File: src/rtl/b09_lane_scheduler.sv
// Round-robin scheduler sharing one serial compare/convert path among NLANES
// serial requesters; a frame is re-serialised on y only if it differs from that lane's last word.
module b09_lane_old #(
  parameter int DW = 8
) (
  input  logic          clock,
  input  logic          reset,
  input  logic          we,
  input  logic [DW-1:0] d,
  output logic [DW-1:0] q
);
  always_ff @(posedge clock or posedge reset)
    if (reset)   q <= '0;
    else if (we) q <= d;
endmodule

module b09_lane_scheduler #(
  parameter int NLANES = 4,
  parameter int DW     = 8
) (
  input  logic              clock,
  input  logic              reset,
  input  logic [NLANES-1:0] lane_req,
  input  logic [NLANES-1:0] lane_x,
  output logic [NLANES-1:0] lane_grant,
  output logic              y,
  output logic              y_valid,
  output logic [2:0]        y_lane,
  output logic              busy,
  output logic [7:0]        supp_cnt
);
  localparam int CW = $clog2(DW + 1);

  typedef enum logic [1:0] {IDLE, RECV, CMP, SEND} state_t;

  state_t            state_q, state_d;
  logic [2:0]        sel_q, sel_d, rr_q, rr_d, pick, nxt_sel;
  logic [CW-1:0]     cnt_q, cnt_d;
  logic [DW-1:0]     shreg_q, shreg_d;
  logic [NLANES-1:0] grant_d, old_we;
  logic              y_d, yv_d, busy_d;
  logic [2:0]        ylane_d;
  logic [7:0]        supp_d;

  // Lane vectors widened to 8 so a 3-bit lane index never overruns them.
  logic [7:0]         req8, x8;
  logic [7:0][DW-1:0] old8;

  assign req8 = 8'(lane_req);
  assign x8   = 8'(lane_x);

  genvar gi;
  generate
    for (gi = 0; gi < 8; gi++) begin : g_old
      if (gi < NLANES) begin : g_lane
        b09_lane_old #(.DW(DW)) u_old (
          .clock (clock),
          .reset (reset),
          .we    (old_we[gi]),
          .d     (shreg_q),
          .q     (old8[gi])
        );
      end else begin : g_pad
        assign old8[gi] = '0;
      end
    end
  endgenerate

  // First requester at or after rr_ptr, wrapping.
  always_comb begin
    logic found;
    logic [2:0] idx;
    pick  = '0;
    found = 1'b0;
    idx   = '0;
    for (int k = 0; k < NLANES; k++) begin
      idx = 3'((int'(rr_q) + k) % NLANES);
      if (!found && req8[idx]) begin
        pick  = idx;
        found = 1'b1;
      end
    end
  end

  assign nxt_sel = (sel_q == 3'(NLANES - 1)) ? 3'd0 : sel_q + 3'd1;

  always_comb begin
    state_d = state_q;
    sel_d   = sel_q;
    rr_d    = rr_q;
    cnt_d   = cnt_q;
    shreg_d = shreg_q;
    grant_d = lane_grant;
    y_d     = 1'b0;
    yv_d    = 1'b0;
    ylane_d = y_lane;
    supp_d  = supp_cnt;
    old_we  = '0;
    case (state_q)
      IDLE: if (|lane_req) begin
        sel_d = pick;
        for (int i = 0; i < NLANES; i++) grant_d[i] = (3'(i) == pick);
        cnt_d   = '0;
        state_d = RECV;
      end
      RECV: if (!req8[sel_q]) begin
        // Aborted frame: partial word discarded, lane loses its turn.
        grant_d = '0;
        rr_d    = nxt_sel;
        state_d = IDLE;
      end else begin
        shreg_d = {shreg_q[DW-2:0], x8[sel_q]};
        cnt_d   = cnt_q + CW'(1);
        if (cnt_q == CW'(DW - 1)) begin
          grant_d = '0;
          state_d = CMP;
        end
      end
      CMP: if (shreg_q != old8[sel_q]) begin
        for (int i = 0; i < NLANES; i++) old_we[i] = (3'(i) == sel_q);
        yv_d    = 1'b1;
        y_d     = shreg_q[DW-1];
        ylane_d = sel_q;
        shreg_d = shreg_q << 1;
        cnt_d   = '0;
        state_d = SEND;
      end else begin
        supp_d  = (supp_cnt == 8'hFF) ? supp_cnt : supp_cnt + 8'd1;
        rr_d    = nxt_sel;
        state_d = IDLE;
      end
      SEND: begin
        cnt_d = cnt_q + CW'(1);
        if (cnt_q == CW'(DW - 1)) begin
          rr_d    = nxt_sel;
          state_d = IDLE;
        end else begin
          yv_d    = 1'b1;
          y_d     = shreg_q[DW-1];
          shreg_d = shreg_q << 1;
        end
      end
      default: state_d = IDLE;
    endcase
    busy_d = (state_d != IDLE);
  end

  always_ff @(posedge clock or posedge reset) begin
    if (reset) begin
      state_q    <= IDLE;
      sel_q      <= '0;
      rr_q       <= '0;
      cnt_q      <= '0;
      shreg_q    <= '0;
      lane_grant <= '0;
      y          <= 1'b0;
      y_valid    <= 1'b0;
      y_lane     <= '0;
      busy       <= 1'b0;
      supp_cnt   <= '0;
    end else begin
      state_q    <= state_d;
      sel_q      <= sel_d;
      rr_q       <= rr_d;
      cnt_q      <= cnt_d;
      shreg_q    <= shreg_d;
      lane_grant <= grant_d;
      y          <= y_d;
      y_valid    <= yv_d;
      y_lane     <= ylane_d;
      busy       <= busy_d;
      supp_cnt   <= supp_d;
    end
  end
endmodule
File: config.mk
export PLATFORM = sky130hd
export DESIGN_NAME = b09_lane_scheduler
export DESIGN_NICKNAME = d
export VERILOG_FILES = /design/src/rtl/b09_lane_scheduler.sv
export SDC_FILE = /design/constraint.sdc
export NUM_CORES = 1
export LEC_CHECK = 0
export ABC_AREA = 1
export CAP_MARGIN = 0
export CORE_MARGIN = 3
export CORE_UTILIZATION = 26
export CTS_BUF_LIST = sky130_fd_sc_hd__clkbuf_4
export DETAILED_ROUTE_END_ITERATION = 16
export PLACE_DENSITY = 0.52
export SKIP_LAST_GASP = 1
export SLEW_MARGIN = 20
export SYNTH_ARGS = -nofsm -noshare
export SYNTH_HDL_FRONTEND = slang
export SYNTH_SLANG_ARGS = --single-unit
File: constraint.sdc
create_clock -name clock -period 6.3 [get_ports clock]
set_input_delay 1.26 -clock clock [delete_from_list [all_inputs] [get_ports clock]]
set_output_delay 1.26 -clock clock [all_outputs]
set_load 0.005 [all_outputs]
Yosys cells after proc, flatten, opt, wreduce, memory -nomap -nowiden
Cells that the tools add are included.
{"block": "word_totals", "ff_bits": 69, "in_bits": 10, "output_inout_bits": 18, "word_cells": 127}
{"block": "classes", "n_addsub": 6, "magnitude_cmp": 5, "n_eq_ne": 21, "n_mux": 52, "n_bitwise": 5, "n_reduce_logical": 23}
{"operator": "4-bit two-way mux", "count": 8}
{"operator": "8-bit two-way mux", "count": 4}
{"operator": "8-bit binary-select mux with 3-bit select", "count": 1}
{"operator": "8-bit case mux with 3 select lines", "count": 1}
{"operator": "2-bit two-way mux", "count": 10}
{"operator": "3-bit by 4-bit < comparator with 1-bit output, second input constant", "count": 4}
{"operator": "4-bit case mux with 4 select lines", "count": 1}
{"operator": "1-bit binary-select mux with 3-bit select", "count": 5}
{"operator": "2-bit inequality test, second input constant", "count": 7}
{"operator": "1-bit two-way mux", "count": 13}
{"operator": "2-bit by 3-bit equality test with 1-bit output, first input constant", "count": 4}
{"operator": "3-bit two-way mux", "count": 3}
{"operator": "3-bit AND reduction", "count": 3}
{"operator": "8-bit by 1-bit adder with 8-bit output, second input constant", "count": 1}
{"operator": "8-bit equality test, second input constant", "count": 1}
{"operator": "8-bit inequality test", "count": 1}
{"operator": "2-bit case mux with 4 select lines", "count": 1}
{"operator": "4-bit case mux with 2 select lines", "count": 1}
{"operator": "4-bit AND reduction", "count": 2}
{"operator": "1-bit by 3-bit equality test with 1-bit output, first input constant", "count": 2}
{"operator": "3-bit zero test", "count": 2}
{"operator": "2-bit case mux with 3 select lines", "count": 1}
{"operator": "2-bit OR reduction", "count": 3}
{"operator": "2-bit by 1-bit adder with 2-bit output, second input constant", "count": 2}
{"operator": "19 further kinds", "count": 31}

Depth between registers and ports, before layout
Gate-level depths: netlist of the first run.
{"block": "depth", "depth_word": 16, "ltp_mapped": 15}

Modules after synthesis
A second synthesis of the first run with hierarchy kept.
{"block": "unflattened", "cells_unflattened": 500, "hier_area_um2": 3666.0}
{"module": "b09_lane_scheduler", "instances": 1, "cells_per_inst": 360, "area_per_inst_um2": 2429.8}
{"module": "b09_lane_old", "instances": 4, "cells_per_inst": 35, "area_per_inst_um2": 309.0}

Worst setup path before layout of the first run
No wires, ideal clock.
{"block": "synth_timing", "path_type": "in2reg", "start": "input lane_req[2]", "end": "register lane_grant[3]", "setup_ns": 0.128, "t_arrival_ns": 2.239, "required_time_ns": 6.172, "slack_ns": 3.933, "stages": 9, "cell_sequence": "inv_1 > o21ai_0 > nand2_1 > nand2_1 > a21oi_1 > a21boi_0 > nand2_1 > nor2_1 > o21ai_0"}
{"block": "synth_via", "elab_chain_cells": 15, "elab_cells_between_ends": 31}
{"item": "from (decl)", "line": "23", "text": "input logic [NLANES-1:0] lane_req,"}
{"item": "1-bit binary-select mux with 2-bit select", "line": "78", "text": "if (!found && req8[idx]) begin"}
{"item": "1-bit two-way mux (not written as such)", "line": "78"}
{"item": "1-bit two-way mux", "line": "78"}
{"item": "1-bit zero test", "line": "78"}
{"item": "1-bit logical AND", "line": "78"}
{"item": "1-bit two-way mux", "line": "78"}
{"item": "1-bit zero test", "line": "78"}
{"item": "1-bit logical AND", "line": "78"}
{"item": "1-bit two-way mux", "line": "78"}
{"item": "1-bit zero test", "line": "78"}
{"item": "1-bit logical AND", "line": "78"}
{"item": "3-bit two-way mux", "line": "78"}
{"item": "2-bit by 3-bit equality test with 1-bit output", "line": "102", "text": "for (int i = 0; i < NLANES; i++) grant_d[i] = (3'(i) == pick);"}
{"item": "4-bit two-way mux", "line": "100", "text": "IDLE: if (|lane_req) begin"}
{"item": "4-bit case mux with 2 select lines", "line": "99", "text": "case (state_q)"}
{"item": "to (signal assigned)", "line": "167", "text": "lane_grant <= grant_d;"}
{"item": "to (decl)", "line": "25", "text": "output logic [NLANES-1:0] lane_grant,"}
Several ways; a longest one is shown, not always the timed one. The select of a mux whose other input is x is not followed.
A chain may end at the register's enable or synchronous reset.

Worst setup path in the final report of the first run
{"block": "layout_timing", "start": "register sel_q[0]", "end": "register supp_cnt[6]"}
{"block": "layout_via", "elab_chain_cells": 5}
{"item": "from (decl)", "line": "37", "text": "logic [2:0] sel_q, sel_d, rr_q, rr_d, pick, nxt_sel;"}
{"item": "from (signal assigned)", "line": "163", "text": "sel_q <= sel_d;"}
{"item": "8-bit binary-select mux with 3-bit select", "line": "119", "text": "CMP: if (shreg_q != old8[sel_q]) begin"}
{"item": "8-bit two-way mux (not written as such)", "line": "119"}
{"item": "8-bit inequality test", "line": "119"}
{"item": "1-bit NOT (no line)"}
{"item": "3-bit AND reduction (no line)"}
{"item": "to (signal assigned)", "line": "172", "text": "supp_cnt <= supp_d;"}
{"item": "to (decl)", "line": "30", "text": "output logic [7:0] supp_cnt"}
No other way between the ends. The select of a mux whose other input is x is not followed.

==> out/metrics.yaml, run 1 <==
synth_compound_area_frac: 0.1031
relSlewSlack: 0.3687
drv_cap: 0
worst_r2r_path_depth: 11
finalSetupTns_ns: 0
die_x_um: 123.9
status: "finished clean"
area_growth_pct: 13.78
path_cells: "inv_2 -> nand2_1 -> nand3_1 -> nand2_1 -> nand2_1 -> nand2_1 -> nand2_1 -> nor2_4 -> nand4_2 -> nand2_1 -> o21ai_2"
p_per_area_nw_per_um2: 417.0
synth-xor-area-share: 0.01938
routabilityCongestion: 0.8648
cpPeakStageDelay_ns: 0.98
peakVddDrop_mv: 0.2144
via_count: 3059
core_area_um2: 13400
die_h_um: 123.9
cts_tree: "yes"
ys_seq_area_frac: 0.4638
critPathLaunchType: "register"
yosys.area_share.simple: 0.3229
rsz0062_at_grt: "no"
grt_max_degree: 68
hold_viol_final: 0
cts_setup_buffers: 0
antenna_found_initial: 0
synth_mux_area_frac: 0
crit_fanout: 26
netlist.area_leader.share: 0.4638
dr.first_iter.drc_count: 191
yosysTopAreaCell: "dfrtp_1"
path_buf_inv: 1
first_global_vias: 3009
rows: 42
ctsHoldBuffers: 0
r2r_start: "sel_q[0]"
min_period_ns: 2.955
cts_resized: 0
initial_core_util: 0.2697
clkTransAtPathRegs_ns: 0.11
synth_top_family_by_area: "simple AND/OR/NAND/NOR gates"
worst_pin_slew_ns: 0.9469
critPathLaunch: "sel_q[0]"
ys_top_cells_by_area: "dfrtp_1, nand2_1, nand3_1"
yosys_register_bits: 67
synth_cells: 454
clockBufferDepth: 2
fmax_mhz: 338.5
reg2reg_to: "supp_cnt[6]"
path_delay_family: "simple AND/OR/NAND/NOR gates"
setup_viol_count_final: 0
r2r_slack_ns: 3.35
slew_viol_final: 0
root_buffer: "clkbuf_4"
finalCritPeriodShare: 0.4690
ant_nets: 0
cts_max_level: 3
drc_errors: 0
hpwlAfterDp_um: 5750
avgSynthCellArea_um2: 7.962
drive_gt1_frac: 0.07676
track_usage: 0.1235
grt_pass1_wl_um: 14920
required_ns: 6.60
synth-warning-count: 0
crit_top_cell: "nand2_1"
worst_setup_path_end_kind: "register"
final_nets: 493
routed_via_density: 4.649
clkSinkCount: 67
path_depth: 11
pin_count: 28
antenna_cells: 0
synthAdderAreaFrac: 0.02077
hold_path.class: "reg -> reg"
synth.net_count: 470
synth.distinct_cells: 36
power_leakage_nw: 1.872
worstSetupEndpoint: "supp_cnt[6]"
grt_overflow: 0
slowest_stage: "dfrtp_1"
firstDrtPassIters: 4
fin_util: 0.3069
drt-total-wl_um: 8610
numCtsBuffers: 9
portBuffers: 26
worst_skew_pair.late_latency_ns: 0.42
crit_arrival_ns: 3.25
dieArea_um2: 15350
synth_area_um2: 3615
worstSetupPathType: "reg -> reg"
wl_per_cell_um: 13.09
skew_ns: 0.02161
registers in the layout (all words and copies together) (netlist names):
name                  cells
state_q                   2
busy                      1
sel_q                     2
g_old.g_lane.u_old.q     32
shreg_q                   8
y_valid                   1
y_lane                    2
lane_grant                4
y                         1
cnt_q                     4
supp_cnt                  8
rr_q                      2
worst min-delay path: cells and delay by family, from the launching register on:
family | cells | cell delay (ns)
flip-flops | 1 | 0.36
AND/OR/NAND/NOR | 2 | 0.11
power by group:
group	switching [mW]	total, mW	internal (mW)
Clock	0.159	0.281	0.122
Sequential	0.133	0.674	0.541
Combinational	0.493	0.760	0.267
Total	0.784	1.71	0.930
routing by layer:
metal,track usage,share of wire
met1,0.1659,0.48
met2,0.1936,0.46
met3,0.01680,0.023
met4,0.06502,0.032
met5,0,0
cells by family (layout without fill, tap and decap cells):
logic type,Yosys count,count (layout)
AOI/OAI and AO/OA,67,67
DFF,67,67
buffers and inverters,49,77
and+or+nand+nor,256,256
adders and majority gates,6,6
xor gates and xnor gates,8,8
other,1,1
synthesized netlist by cell type, drive strengths merged:
master and instances:
o2111ai 1, nand2 176, and2 1, nand3b 2, nor4 2, nand3 39
o22ai 1, o21ai 53, nor2 19, o21a 1, clkinv 1, inv 33
nand4 16, buf 13, xnor2 3, dfrtp 67, a21oi 8, nor3 1
ha 6, a21boi 1, xor2 5, conb 1, clkbuf 2, o211ai 2
how the worst min path moves through the flow:
| stage | from | endpoint | slack (ns) | cells after the start |
|---|---|---|---|---|
| detailed placement | g_old[1].g_lane.u_old.q[3] | g_old[1].g_lane.u_old.q[3] | 0.48 | 2 |
| global route | g_old[1].g_lane.u_old.q[0] | g_old[1].g_lane.u_old.q[0] | 0.52 | 2 |
| CTS | g_old[2].g_lane.u_old.q[7] | g_old[2].g_lane.u_old.q[7] | 0.51 | 2 |
| global placement | lane_grant[2] | lane_grant[2] | 0.47 | 2 |
| floorplan | g_old[1].g_lane.u_old.q[0] | g_old[1].g_lane.u_old.q[0] | 0.46 | 2 |
| finish | lane_grant[0] | lane_grant[0] | 0.50 | 2 |
cells in the final DEF (no fill, tap or decap), types with 2 or more instances in the layout:
cell type        synthesis  final
nor2_4                   2      2
inv_1                   31     30
clkbuf_4                 0     10
nand4_1                 15     15
nor2_1                  16     16
inv_2                    2      3
o211ai_1                 2      2
nor4_1                   2      2
o21ai_0                 15     15
nand3b_1                 2      2
dfrtp_1                 67     67
clkinv_2                 0      3
clkdlybuf4s50_1          0     26
a21oi_1                  8      8
o21ai_2                  6      6
xnor2_1                  3      3
xor2_1                   5      5
nand3_1                 33     33
nand3_4                  5      5
o21ai_1                 32     32
ha_1                     6      6
clkinv_1                 1      2
nand2_1                174    174
layout make-up:
cell class | instances | area, µm²
sequential | 67 | 1677
multi-input combinational | 338 | 1689
inverter | 34 | 127.6
tap | 176 | 220.2
clock inverter | 6 | 56.30
clock buffer | 10 | 75.07
fill | 1435 | 9288
timing repair buffer | 27 | 267.8
stage by stage:
step	instances	setup slack, ns	hold WS (ns)	total power, mW	instance area (µm²)
after floorplan	454	3.357	0.4586	1.245	3615
after global placement	642	3.163	0.4682	1.428	3981
after detailed placement	642	3.095	0.4796	1.445	3981
after CTS	658	3.253	0.5057	1.731	4113
after global routing	658	2.964	0.5247	1.889	4113
final	658	3.345	0.4983	1.715	4113
Power figures use the tool's default switching activity.
==> run 2, diff against run 1 <==
- clock period: 6.3 -> 3 ns (I/O delays scaled with it)
==> run 2 against run 1 <==
Net effect:
- register-to-register slack lost 2.5 ns
- maximum frequency grew 37%
- cell count grew 0.61%
- die area is the same
- non-clock buffer count grew 4
- sequential share of layout area shrank 0.47 points
- flip-flop and latch count is the same
- count of clock-buffer cells in the layout grew 3
- critical path type unchanged
- critical endpoint is now supp_cnt[2]
- largest cell class unchanged
==> out/metrics.yaml, run 2 (synthesis results as in run 1) <==
pin_count: 28
worst_r2r_path_depth: 12
grt_max_degree: 68
drt-total-wl_um: 8434
cellInternalPower_mw: 2.016
cts_max_level: 3
peakVddDrop_mv: 0.4002
worst_skew_pair.late_latency_ns: 0.43
largest_reg_flops: 32
final_cell_area_um2: 4160
min_period_ns: 2.162
fillers: 1438
clock_power_share: 0.166
top_register: "g_old.g_lane.u_old.q"
fin_util: 0.3105
whs_ns: 0.4936
final_nets: 497
rows: 42
clkSinkCount: 67
power_leakage_nw: 1.902
dr.first_iter.drc_count: 198
power.total_mw: 3.659
worst_pin_slew_ns: 0.6874
finalSetupTns_ns: 0
worst_setup_path_end_kind: "register"
hold_path.class: "reg -> reg"
cts_resized: 0
hold_viol_final: 0
cts_setup_buffers: 0
skew_ns: 0.01944
relSlewSlack: 0.5417
fmax_mhz: 462.5
setup_viol_count_final: 0
routed_via_density: 4.582
reg_top3: "g_old.g_lane.u_old.q (32), shreg_q (8), supp_cnt (8)"
wl_per_cell_um: 12.74
portBuffers: 26
antenna_found_initial: 0
root_buffer: "clkbuf_4"
placedInstanceArea_um2: 4024
drive_gt1_frac: 0.08436
slew_viol_final: 0
worstHoldPathCells: 2
die_x_um: 123.9
die_h_um: 123.9
hpwlAfterDp_um: 5807
power.net_switching_mw: 1.643
pre_cts_slack_ns: 0.4742
grt_pass1_wl_um: 14660
firstDrtPassIters: 6
antenna_cells: 0
crit_fanout: 22
p_comb_frac: 0.468
grt_overflow: 0
r2r_slack_ns: 0.84
fin_ws_ns: 0.8379
initial_core_util: 0.2697
critPathLaunchType: "register"
ant_nets: 0
first_global_vias: 3008
p_per_area_nw_per_um2: 879.5
clockBufferDepth: 2
drc_errors: 0
area_growth_pct: 15.09
crit_arrival_ns: 2.46
cts_tree: "yes"
swShare: 0.4490
core_area_um2: 13400
drv_cap: 0
routabilityCongestion: 0.8627
required_ns: 3.30
fin_cells: 662
rsz0062_at_grt: "no"
clkTransAtPathRegs_ns: 0.10
ctsHoldBuffers: 0
post-place-cells: 646
final_cell_mix: "nand2_1, dfrtp_1, nand3_1, o21ai_1, inv_1"
track_usage: 0.1219
via_count: 3033
layout_commonest_cell: "nand2_1"
p_seq_frac: 0.366
status: "finished clean"
finalCritPeriodShare: 0.7207
numCtsBuffers: 9
worstSetupPathType: "reg -> reg"
dieArea_um2: 15350
run 2: changes by cell type in the layout (fill, tap and decap cells not counted), sizes merged:
cell and change:
clkinvlp -1, clkbuf +3, clkinv -2, buf +4
run 2: area by class of cell:
cell class	count	area [µm²]	area share
clock buffers	13	97.59	0.02346
clock inverters	3	38.79	0.009323
inverters	34	127.6	0.03068
multi-input cells	338	1689	0.4060
flip-flops and latches	67	1677	0.4030
well taps	176	220.2	0.05293
repair buffers	31	310.3	0.07459
run 2: final timing paths:
kind,from,end
min in group asynchronous,reset,g_old[1].g_lane.u_old.q[2]
hold / removal,lane_grant[0],lane_grant[0]
max in group asynchronous,reset,g_old[2].g_lane.u_old.q[5]
setup / recovery,sel_q[0],supp_cnt[2]
hold reg to reg,lane_grant[0],lane_grant[0]
setup reg to reg,sel_q[0],supp_cnt[2]
run 2: layer usage:
metal	routed length [µm]	vias to the layer above	GRT usage
met5	0	-	0
met1	4055	1410	0.1606
met4	226	0	0.05749
met3	289	22	0.02225
li1	-	1534	-
met2	3862	67	0.1940
run 2: critical path: stages (launching register included):
cell     delay [ns]
dfrtp_1        0.40
inv_2          0.33
nand2_1        0.11
nand3_1        0.11
nand2_1        0.05
nand2_1        0.05
nand2_1        0.06
inv_2          0.04
nand2_1        0.08
nor2_4         0.17
nand4_2        0.38
nand2_1        0.19
o21ai_2        0.06
run 2: power groups by stage:
stage               Combinational (mW)  Clock [mW]  Sequential, mW
CTS                               1.72       0.628            1.34
finish                            1.71       0.607            1.34
detailed placement                1.71           0            1.35
floorplan                         1.32           0            1.29
global route                      1.97       0.665            1.37
global placement                  1.69           0            1.34
==> run 3, diff against run 2 <==
- PLACE_DENSITY: 0.52 -> 0.53
- clock period: 3 -> 1.8 ns (I/O delays scaled with it)
==> run 3 against run 2 <==
Net effect:
- the flow now finishes with violations (negative setup slack)
- sequential power up 67%
- critical path depth up 2
- first-iteration DRC count down 7.1%
- non-clock buffer count up 37
- cell count up 6.0%
- via count up 5.7%
- cell area up 13%
- combinational power up 120%
- maximum frequency up 10%
- critical path type unchanged
==> out/metrics.yaml, run 3 (synthesis results as in run 1) <==
crit_arrival_ns: 2.27
track_usage: 0.1367
worstSetupPathType: "reg -> reg"
via_count: 3205
critPathLaunchType: "register"
critPathLaunch: "sel_q[1]"
cts_max_level: 3
grtUsageMet1: 0.1818
top_register: "g_old.g_lane.u_old.q"
finalCritPeriodShare: 1.089
power.total_mw: 6.972
min_period_ns: 1.960
hold_viol_final: 0
p_per_area_nw_per_um2: 1484
hpwlAfterDp_um: 6410
reg2reg_to: "shreg_q[0]"
die_x_um: 123.9
drv_cap: 0
final_cell_mix: "nand2_1, dfrtp_1, o21ai_1, nand3_1, buf_4"
r2r_start: "sel_q[1]"
grt_pass1_wl_um: 16130
rows: 42
r2r_slack_ns: -0.16
violations: "negative setup slack"
clkTransAtPathRegs_ns: 0.11
grt_overflow: 0
portBuffers: 26
status: "finished with violations"
root_buffer: "clkbuf_4"
final_nets: 539
ant_nets: 0
crit_top_cell: "nand2_1"
crit_fanout: 8
layout_commonest_cell: "nand2_1"
finalSetupTns_ns: -7.184
path_buf_inv: 5
worst_setup_path_end_kind: "register"
fillers: 1411
path_depth: 14
core_area_um2: 13400
wl_per_cell_um: 13.76
largest_reg_flops: 32
path_delay_family: "buffers and inverters"
placedInstanceArea_um2: 4288
grt_max_degree: 29
first_global_vias: 3143
skew_ns: 0.01406
power_leakage_nw: 2.168
die_h_um: 123.9
routabilityCongestion: 0.8341
clkSinkCount: 67
fmax_mhz: 510.1
cpPeakStageDelay_ns: 0.40
area_growth_pct: 29.98
use_met3: 0.02089
setup_viol_count_final: 62
drt-total-wl_um: 9658
drive_gt1_frac: 0.1901
initial_core_util: 0.2697
worst_skew_pair.late_latency_ns: 0.41
routed_via_density: 4.566
dieArea_um2: 15350
met2_usage: 0.2220
worst_r2r_path_depth: 14
final_cell_area_um2: 4698
path_cells: "clkinvlp_4 -> buf_6 -> nand3_2 -> nand2_1 -> nand2_1 -> nand2_1 -> inv_1 -> nand2_2 -> nor2_4 -> buf_12 -> nand3_4 -> buf_12 -> nand4_1 -> nand2_1"
drc_errors: 0
multi_input_area_um2: 1852
dr.first_iter.drc_count: 184
cts_tree: "yes"
slew_viol_final: 0
firstDrtPassIters: 4
peakVddDrop_mv: 0.6617
rsz0062_at_grt: "yes"
hold_path.class: "in -> async"
fin_ws_ns: -0.1603
pin_count: 28
numCtsBuffers: 9
antenna_cells: 0
reg_top3: "g_old.g_lane.u_old.q (32), shreg_q (8), supp_cnt (8)"
slowest_stage: "dfrtp_1"
antenna_found_initial: 0
busiest_layer: "met2"
seq_area_um2: 1679
ctsHoldBuffers: 0
clockBufferDepth: 2
required_ns: 2.11
fin_util: 0.3506
-- run 3: repair_timing --
item,4_1_cts,5_1_grt
setup buffers,6,3
pin swaps,8,10
cloned,5,0
endpoints found under the setup margin,61,72
gates resized for setup,12,27
-- run 3: how the worst max path moves through the flow --
stage,endpoint,slack [ns]
final,shreg_q[0],-0.16
after global routing,cnt_q[1],-0.35
after CTS,cnt_q[1],-0.17
after detailed placement,lane_grant[3],-0.30
after global placement,lane_grant[1],-0.23
after floorplan,supp_cnt[2],0.01
-- run 3: cell type report --
cell class / instances / share of cell area
Multi-Input combinational cell: 343 / 0.3941
Tap cell: 176 / 0.04687
Timing Repair Buffer: 68 / 0.1470
Sequential cell: 67 / 0.3574
Clock inverter: 4 / 0.009321
Inverter: 34 / 0.02929
Clock buffer: 10 / 0.01598
-- run 3: worst register-to-register path, stage by stage (launching register included) --
cell and delay [ns]:
dfrtp_1 0.40, clkinvlp_4 0.21, buf_6 0.18, nand3_2 0.06
nand2_1 0.05, nand2_1 0.05, nand2_1 0.05, inv_1 0.07
nand2_2 0.08, nor2_4 0.10, buf_12 0.14, nand3_4 0.14
buf_12 0.18, nand4_1 0.08, nand2_1 0.06
-- run 3: routing by layer --
metal / routed length [µm] / up-vias
met5: 0 / -
met4: 112 / 0
met3: 346 / 10
met2: 4698 / 62
met1: 4500 / 1493
li1: - / 1640
-- run 3: metrics by stage --
step,hold WS (ns),std cells,worst slack (ns)
after floorplan,0.4586,454,0.009855
after global placement,0.4680,674,-0.2344
after detailed placement,0.4765,674,-0.3010
after CTS,0.3026,699,-0.1695
after global routing,0.3068,702,-0.3481
final,0.3129,702,-0.1603
-- run 3: power breakdown --
| part | switching (mW) | total, mW | leakage (nW) | internal [mW] |
|---|---|---|---|---|
| logic | 2.21 | 3.79 | 1.19 | 1.59 |
| clock network | 0.520 | 0.936 | 0.0695 | 0.416 |
| registers | 0.342 | 2.24 | 0.906 | 1.90 |
==> edit, RTL diff (config.mk and constraints of run 3) <==
Put one more register stage on the output `supp_cnt`, without a reset. The value now appears one clock later. The other outputs are not delayed to match.
--- a/src/rtl/b09_lane_scheduler.sv
+++ b/src/rtl/b09_lane_scheduler.sv
@@ -32,6 +32,8 @@
   localparam int CW = $clog2(DW + 1);
 
   typedef enum logic [1:0] {IDLE, RECV, CMP, SEND} state_t;
+
+  logic [7:0] supp_cnt_s0;
 
   state_t            state_q, state_d;
   logic [2:0]        sel_q, sel_d, rr_q, rr_d, pick, nxt_sel;
@@ -94,7 +96,7 @@
     y_d     = 1'b0;
     yv_d    = 1'b0;
     ylane_d = y_lane;
-    supp_d  = supp_cnt;
+    supp_d  = supp_cnt_s0;
     old_we  = '0;
     case (state_q)
       IDLE: if (|lane_req) begin
@@ -125,7 +127,7 @@
         cnt_d   = '0;
         state_d = SEND;
       end else begin
-        supp_d  = (supp_cnt == 8'hFF) ? supp_cnt : supp_cnt + 8'd1;
+        supp_d  = (supp_cnt_s0 == 8'hFF) ? supp_cnt_s0 : supp_cnt_s0 + 8'd1;
         rr_d    = nxt_sel;
         state_d = IDLE;
       end
@@ -157,7 +159,7 @@
       y_valid    <= 1'b0;
       y_lane     <= '0;
       busy       <= 1'b0;
-      supp_cnt   <= '0;
+      supp_cnt_s0 <= '0;
     end else begin
       state_q    <= state_d;
       sel_q      <= sel_d;
@@ -169,7 +171,11 @@
       y_valid    <= yv_d;
       y_lane     <= ylane_d;
       busy       <= busy_d;
-      supp_cnt   <= supp_d;
+      supp_cnt_s0 <= supp_d;
     end
   end
+  always_ff @(posedge clock) begin
+    supp_cnt <= supp_cnt_s0;
+  end
+
 endmodule
Function: no difference found for any inputs over 10 cycles, from zero or initial values and one cycle with reset high; that may be too few to reach the edited logic, so the function may still have changed.
==> edit against run 3 <==
- the run still ends with negative setup slack left
- sequential share of layout area up 1.9 points
- worst setup slack got worse by 0.0099 ns
- area after synthesis up 3.7%
- sequential cell count increased by 8
- power up 6.2%
- routed wire length up 3.0%
- core utilization decreased by 0.19 points
- cell area up 3.8%
- critical path type unchanged
==> edit: results (changes against run 3) <==
Setup path
  • Arr. time, crit path: 2.29 ns (+0.02 ns)
  • CP Max Fanout: 9 (+1)
  • Critical R2R Capture: g_old[3].g_lane.u_old.q[6]
  • Max incr delay on CP: 0.44 ns (+0.04 ns)
  • Worst r2r path cells: 12 (-2)
  • Worst setup path start: sel_q[0]

Routing
  • Met1 WL: 4550 um (+1.2%)
  • Met3 WL: 267 um (-23%)
  • Via density: 4.66 (+2.1%)
  • DR WL met2: 4980 um (+5.9%)
  • Violation count after the first detailed-routing iteration: 219 (+19%)
  • Wire per inst: 13.9 um (+1.3%)

Global routing
  • Routing usage on met1: 0.153 (-0.0283)
  • M2 GR Usage: 0.194 (-0.0280)
  • Met3 Use GR: 0.0216 (+0.000738)
  • Total track usage: 0.119 (-0.0176)
  • First-pass GRT wire length: 15400 um (-4.6%)
  • Largest net degree at the start of global routing: 62 (+110%)
  • Vias in the first global route: 3152 (+0.29%)

Layout
  • Bufs w/o clock: 61 (-10%)
  • Non-filler instance count after layout: 714 (+1.7%)
  • Nets: 545 (+1.1%)
  • Layout cells sized above 1: 0.189 (-0.000975)
  • # fillers: 1446 (+2.5%)
  • Multi-input gate share of total cell area: 0.396 (+0.00196)
  • Non-CTS inverters: 29 (-15%)
  • Seq Cell Count: 75 (+12%)
  • Signal buf overhead: 0.131 (-0.0162)
  • Fraction of area in registers: 0.377 (+0.0195)
  • Final Instance Area: 0.00488 mm2 (+3.8%)
  • Clk cell area share: 0.0259 (+0.000611)

Placement
  • Pre-CTS WS: -0.222 ns (+0.0789 ns)
  • Placed Cells incl. Taps: 687 (+1.9%)
  • Detailed Place HPWL: 6440 um (+0.45%)
  • Post-DP Area: 0.00442 mm2 (+3.0%)

STA
  • Setup TNS: -5.06 ns (+2.12 ns)
  • Clock Skew: 0.0141 ns (+0.0000792 ns)
  • Endpoints failing setup: 48 (-23%)
  • Final worst slack: -0.170 ns (-0.00993 ns)
  • WHS: 0.176 ns (-0.137 ns)

Floorplanning
  • Die Wd: 126 um (+1.7%)

Yosys
  • Yosys cell types: 32 (-11%)
  • Sequential fraction of the synthesis area: 0.490 (+0.0263)
  • Synth top cells by count: nand2_1 (188), dfrtp_1 (67), nand3_1 (33), o21ai_1 (33), inv_1 (27)
  • Synthesized instance count: 468 (+3.1%)
  • Post-Synth XOR/XNOR Area: 0.0210 (+0.00165)
  • Synth Area in Compound Gates: 0.0781 (-0.0250)
  • Synth Area in Adders: 0.0200 (-0.000735)
  • Top area cells in the synthesized netlist: dfrtp_1 (45%), nand2_1 (19%), nand3_1 (4.4%)
  • FFs w/ async S/R, synth: 0.893 (-0.107)
  • Syn Nets: 484 (+3.0%)

Pwr
  • Leak: 2.25 nW (+3.8%)
  • Peak supply drop: 0.000448 V (-32%)
  • Sw Share: 0.442 (+0.00162)

Clocking
  • Worst-path clk slew: 0.13 ns (+0.02 ns)
  • Clock latency on the worst-skew pair: 0.43 ns (+0.02 ns)

Run status
  • Outcome: complete, but fails checks
  • Failing checks: negative setup slack

Hold path
  • Hold WC Path Type: input port to asynchronous set/reset pin
-- edit: timing repair --
item | 4_1_cts | 5_1_grt
buffers inserted | 1 | 6
pin swaps | 5 | 16
gates resized for setup | 12 | 46
endpoints found under the hold margin | 0 | 0
endpoints found under the setup margin | 66 | 67
cloned | 0 | 4
-- edit: critical path: cells and delay by family, from the launching register on --
| kind | cells | cell delay (ns) |
|---|---|---|
| AOI/OAI and AO/OA | 1 | 0.09 |
| buffers and inverters | 3 | 0.42 |
| DFF | 1 | 0.44 |
| and+or+nand+nor | 8 | 0.89 |
-- edit: power groups by stage --
| stage | Sequential [mW] | Clock, mW | Combinational, mW |
|---|---|---|---|
| 6_report | 2.40 | 1.01 | 4.00 |
| 2_1_floorplan | 2.34 | 0 | 2.13 |
| 3_3_place_gp | 2.42 | 0 | 3.19 |
| 3_5_place_dp | 2.43 | 0 | 3.25 |
| 4_1_cts | 2.40 | 1.06 | 3.35 |
| 5_1_grt | 2.46 | 1.14 | 4.47 |
